`src/rtl/mux_pkg.sv`:
```
// Shared types and helpers for the channel-select / arbitration pipeline.
package mux_pkg;

   // How the output stage chooses which input channel to take a word from.
   typedef enum logic [0:0] {
      MODE_SEL = 1'b0,   // channel index comes from the sel port
      MODE_RR  = 1'b1    // rotating-priority arbitration over valid channels
   } mode_e;

   // Width of a channel index; never less than one bit.
   function automatic int chan_w(input int n);
      return (n > 1) ? $clog2(n) : 1;
   endfunction

endpackage

```
`src/rtl/mux_arb_pipe_rr_pick.sv`:
```
// Rotating-priority picker: first requester at or above ptr, wrapping to 0.
module rr_pick
   import mux_pkg::*;
#(
   parameter int N = 8
) (
   input  logic [N-1:0]         req,
   input  logic [$clog2(N)-1:0] ptr,
   output logic [N-1:0]         gnt,
   output logic [$clog2(N)-1:0] idx,
   output logic                 any
);

   localparam int CW = chan_w(N);

   // Scan from the farthest candidate back toward ptr so the nearest request wins;
   // index arithmetic wraps naturally because N is a power of two.
   always_comb begin
      idx = ptr;
      any = 1'b0;
      for (int k = N-1; k >= 0; k--) begin
         if (req[ptr + CW'(k)]) begin
            idx = ptr + CW'(k);
            any = 1'b1;
         end
      end
   end

   // One-hot form of the winning index.
   always_comb begin
      gnt = '0;
      for (int i = 0; i < N; i++) begin
         gnt[i] = any && (idx == CW'(i));
      end
   end

endmodule

```
`src/rtl/mux_arb_pipe.sv`:
```
// N:1 channel select / round-robin arbiter feeding a single output register
// with full-throughput valid/ready handshaking.
module mux_arb_pipe
   import mux_pkg::*;
#(
   parameter int    N    = 8,
   parameter int    W    = 32,
   parameter mode_e MODE = MODE_SEL
) (
   input  logic                 clk,
   input  logic                 reset_n,
   input  logic [N-1:0]         in_valid,
   output logic [N-1:0]         in_ready,
   input  logic [N*W-1:0]       in_data,
   input  logic [$clog2(N)-1:0] sel,
   output logic                 out_valid,
   input  logic                 out_ready,
   output logic [W-1:0]         out_data,
   output logic [$clog2(N)-1:0] out_chan
);

   localparam int CW = chan_w(N);

   logic          out_valid_q, out_valid_d;
   logic [W-1:0]  out_data_q,  out_data_d;
   logic [CW-1:0] out_chan_q,  out_chan_d;

   logic          load;      // output register may take a new word this cycle
   logic [CW-1:0] g;         // candidate channel
   logic [N-1:0]  ready;
   logic          xfer;      // an input transfer happens at the next edge
   logic [W-1:0]  word;

   assign load = !out_valid_q || out_ready;

   if (MODE == MODE_RR) begin : g_rr
      logic [CW-1:0] ptr_q, ptr_d;
      logic [N-1:0]  gnt;
      logic [CW-1:0] idx;
      logic          any;
      logic          unused_sel;

      assign unused_sel = ^sel;

      rr_pick #(.N(N)) u_pick (
         .req (in_valid),
         .ptr (ptr_q),
         .gnt (gnt),
         .idx (idx),
         .any (any)
      );

      assign g     = idx;
      assign ready = load ? gnt : '0;

      // Pointer moves just past the channel that was served; otherwise holds.
      always_comb begin
         ptr_d = ptr_q;
         if (xfer) ptr_d = g + CW'(1);
      end

      // Pointer register.
      always_ff @(posedge clk or negedge reset_n) begin
         if (!reset_n) ptr_q <= '0;
         else          ptr_q <= ptr_d;
      end
   end else begin : g_sel
      assign g = sel;

      // Only the selected channel may see ready, and only if it is offering a word.
      always_comb begin
         ready    = '0;
         ready[g] = load && in_valid[g];
      end
   end

   assign xfer     = |ready;
   assign in_ready = ready;

   // Parametrised N:1 word select driven by the chosen channel.
   assign word = in_data[g*W +: W];

   // Output register next state: load on input transfer, drain on output transfer.
   always_comb begin
      out_valid_d = out_valid_q;
      out_data_d  = out_data_q;
      out_chan_d  = out_chan_q;
      if (xfer) begin
         out_valid_d = 1'b1;
         out_data_d  = word;
         out_chan_d  = g;
      end else if (out_ready) begin
         out_valid_d = 1'b0;
      end
   end

   // Output register; reset discards any held word.
   always_ff @(posedge clk or negedge reset_n) begin
      if (!reset_n) begin
         out_valid_q <= 1'b0;
         out_data_q  <= '0;
         out_chan_q  <= '0;
      end else begin
         out_valid_q <= out_valid_d;
         out_data_q  <= out_data_d;
         out_chan_q  <= out_chan_d;
      end
   end

   assign out_valid = out_valid_q;
   assign out_data  = out_data_q;
   assign out_chan  = out_chan_q;

endmodule

```
`config.mk`:
```
export PLATFORM = sky130hd
export DESIGN_NAME = mux_arb_pipe
export DESIGN_NICKNAME = d
export VERILOG_FILES = /design/src/rtl/mux_pkg.sv /design/src/rtl/mux_arb_pipe_rr_pick.sv /design/src/rtl/mux_arb_pipe.sv
export SDC_FILE = /design/constraint.sdc
export NUM_CORES = 1
export LEC_CHECK = 0
export ABC_AREA = 1
export CORE_AREA = 2 2 123 125
export CTS_BUF_LIST = sky130_fd_sc_hd__clkbuf_16
export DETAILED_ROUTE_END_ITERATION = 16
export DIE_AREA = 0 0 125 127
export MAX_ROUTING_LAYER = met4
export PLACE_DENSITY_LB_ADDON = 0.3
export SLEW_MARGIN = 20
export SYNTH_ARGS = -nofsm -noshare
export SYNTH_HDL_FRONTEND = slang
export SYNTH_SLANG_ARGS = --single-unit
```
`constraint.sdc`:
```
create_clock -name clk -period 1.57 [get_ports clk]
set_input_delay 0.157 -clock clk [delete_from_list [all_inputs] [get_ports clk]]
set_output_delay 0.157 -clock clk [all_outputs]
set_load 0.01 [all_outputs]
```
==> reports/metrics.yaml <==
outcome: "finished, final reports clean"
cp_cell_sequence: "buf_4 -> inv_4 -> nand2_1 -> nand2_2 -> nand2_2 -> nand2_2 -> nand2_2 -> nand2_4 -> nand3_2 -> nor2_1 -> buf_2"
synth_common_cells: "nand2_1 (611), inv_1 (162), nand3_1 (99), dfrtp_1 (36), buf_2 (26)"
max_stage_delay_ns: 0.16
grtUsageMet1_pct: 33.35
viasPerCell: 4.372
vias: 6413
met3_usage_pct: 1.968
p_leak_nw: 4.821
areaGrowthSynthToFinish_pct: 76.03
place_inst: 1452
p_int_mw: 3.320
grt_first_pass_wirelength_microns: 30950
drt_iter0_drc: 473
drive_gt1_share_pct: 5.699
seqPwrFrac_pct: 25.8
grt_pass1_vias: 5904
drv_cap: 0
htree_levels: 2
p_switching_mw: 1.695
die_width_microns: 125
cts_num_sinks: 36
synthMuxAreaShare_pct: 0
place_area_sq_um: 8008
clock.fmax_mhz: 688.6
ys_ff_latch: 36
final-max-slew-violation-count: 0
cp_slowest_cell: "buf_4"
fp.coreArea_sq_um: 14420
setup_viol: 0
tightestPinTransition_ns: 0.5036
drc_errors: 0
netlist_top_cells_area: "nand2_1 (49%), dfrtp_1 (19%), inv_1 (13%)"
end_kind: "output pin"
netlist-cell-type-count: 15
dpl.hpwl_microns: 15940
design_area_sq_um: 8305
initial_utilization_pct: 32.71
syn_avg_cell_area_sq_um: 4.815
min_path_type: "input port to flop"
cp_data_required_time_ns: 1.41
stdcell_count: 1467
path_class: "input port to output pin"
yosysWarnings: 0
holdWs_ns: 0.3728
synthDominantCellAreaShare_pct: 48.61
worstSetupStartpointType: "input port"
use_met2_pct: 40.70
ios: 314
cp.arrival_ns: 1.30
portBuffers: 313
swShare_pct: 33.79
synthMostInstantiatedCell: "nand2_1"
grt_max_degree: 51
dr.pass1.iters: 5
clkTransAtPathRegs_ns: 0.05
synthArstFlopShare_pct: 100.0
syn_area_sq_um: 4718
cts_tree: "built"
clock_skew_ns: 0.003293
nets: 1550
grt_antenna_before_repair: 2
grt_usage_pct: 24.64
period_needed_ns: 1.452
grt_busiest_layer: "met2"
dieArea_sq_um: 15880
synthCells: 980
finalHoldViolations: 0
crit_fanout: 10
synth_top_family_by_area: "simple AND/OR/NAND/NOR gates"
syn-num-nets: 1250
rsz0062_at_grt: "no"
synthAdderAreaFrac_pct: 0
chipHeight_microns: 127
power.density_nw_per_um2: 603.8
grt-ovfl-total: 0
drt.antenna.violating_nets: 0
post-route-period-util_pct: 92.50
post_drt_wl_per_cell_microns: 13.65
synth_compound_area_share_pct: 0
pwr-share-comb_pct: 51.8
routed_wl_microns: 20030
numCtsBuffers: 5
cts-root-buf: "clkbuf_16"
synth-main-ff-cell: "dfrtp_1"
yosysSeqAreaShare_pct: 19.09
gp_congestion: 0.9147
crit_top_cell: "nand2_2"
synth_simple_gate_area_share_pct: 61.12
irDropWorstVdd_mv: 0.3962
synth_top_cell_by_area: "nand2_1"
synthXorXnorAreaFrac_pct: 0
p_clk_share_pct: 22.4
clockBufferDepth: 2
slew_headroom_pct: 66.42
row_count: 44
power_mw: 5.015
synth_edf_count: 0
worstSkewPairLatency_ns: 0.28
## power groups by stage
| stage | combinational (mW) | clock, mW | sequential [mW] |
|---|---|---|---|
| final | 2.60 | 1.12 | 1.29 |
| after global routing | 2.85 | 1.18 | 1.33 |
| after CTS | 2.58 | 1.14 | 1.30 |
| after detailed placement | 2.56 | 0 | 1.31 |
| after global placement | 2.54 | 0 | 1.30 |
| after floorplan | 0.958 | 0 | 1.42 |
## flip-flops by register name, indices dropped and copies added, names as in the netlist
signal and cells:
out_data 32, out_chan 3, out_valid 1
## placed cells by master, fill, tap and decap left out, drive strengths merged
| cell | Yosys | layout |
|---|---|---|
| dlygate4sd2 | 0 | 1 |
| clkinvlp | 0 | 1 |
| clkdlybuf4s50 | 0 | 293 |
| dlymetal6s2s | 0 | 8 |
| clkbuf | 13 | 7 |
| nand2 | 614 | 614 |
| diode | 0 | 2 |
| nand3 | 99 | 99 |
| bufinv | 0 | 1 |
| clkinv | 0 | 1 |
| dfrtp | 36 | 36 |
| inv | 165 | 165 |
| dlygate4sd3 | 0 | 1 |
| buf | 42 | 43 |
| nor2 | 11 | 11 |
## final cells by class
type	count	area, sq um
Fill cell	1492	6118
Timing Repair Buffer	348	3470
Multi-Input combinational cell	724	2910
Sequential cell	36	900.9
Inverter	165	621.8
Tap cell	184	230.2
Clock buffer	5	125.1
Clock inverter	3	42.54
Antenna cell	2	5.005
## worst max-delay path, delay by kind of cell
kind | cells | cell delay (ns)
simple gates | 8 | 0.69
buf+inv | 3 | 0.45
## per-layer routing
layer | part of all wire [%] | up-vias
li1 | - | 3429
met1 | 45 | 2712
met2 | 47 | 246
met3 | 5.8 | 26
met4 | 1.9 | 0
met5 | 0 | -
## stage by stage
stage               utilization [%]  worst slack, ns  setup TNS [ns]
floorplan                         -           0.3778               0
global placement              55.52          -0.4909          -15.73
detailed placement            55.52          -0.4747          -15.91
CTS                           56.65         -0.01218        -0.01218
global route                  57.58          0.01438               0
finish                        57.58           0.1177               0
## logic make-up after synthesis
family        count (synthesis)
flops                        36
simple gates                724
buf+inv                     220
## worst paths after layout
check | start | endpoint | slack [ns] | cells after the start
max in group asynchronous | reset_n | out_data[7] | 0.80 | 3
worst max-delay path | sel[0] | in_ready[7] | 0.12 | 11
min in group asynchronous | reset_n | out_data[31] | 0.44 | 3
worst max register to register | out_valid | out_data[21] | 0.14 | 4
worst min-delay path | sel[2] | out_chan[2] | 0.37 | 4
worst min register to register | out_data[0] | out_data[0] | 0.47 | 2
## repair_timing
action	CTS	global route
setup buffers	0	2
setup endpoints to repair	33	38
resized for setup	40	16
pin swaps	1	12
cloned	0	2
hold buffers	1	0
hold endpoints to repair	36	0
Power figures use the tool's default switching activity.
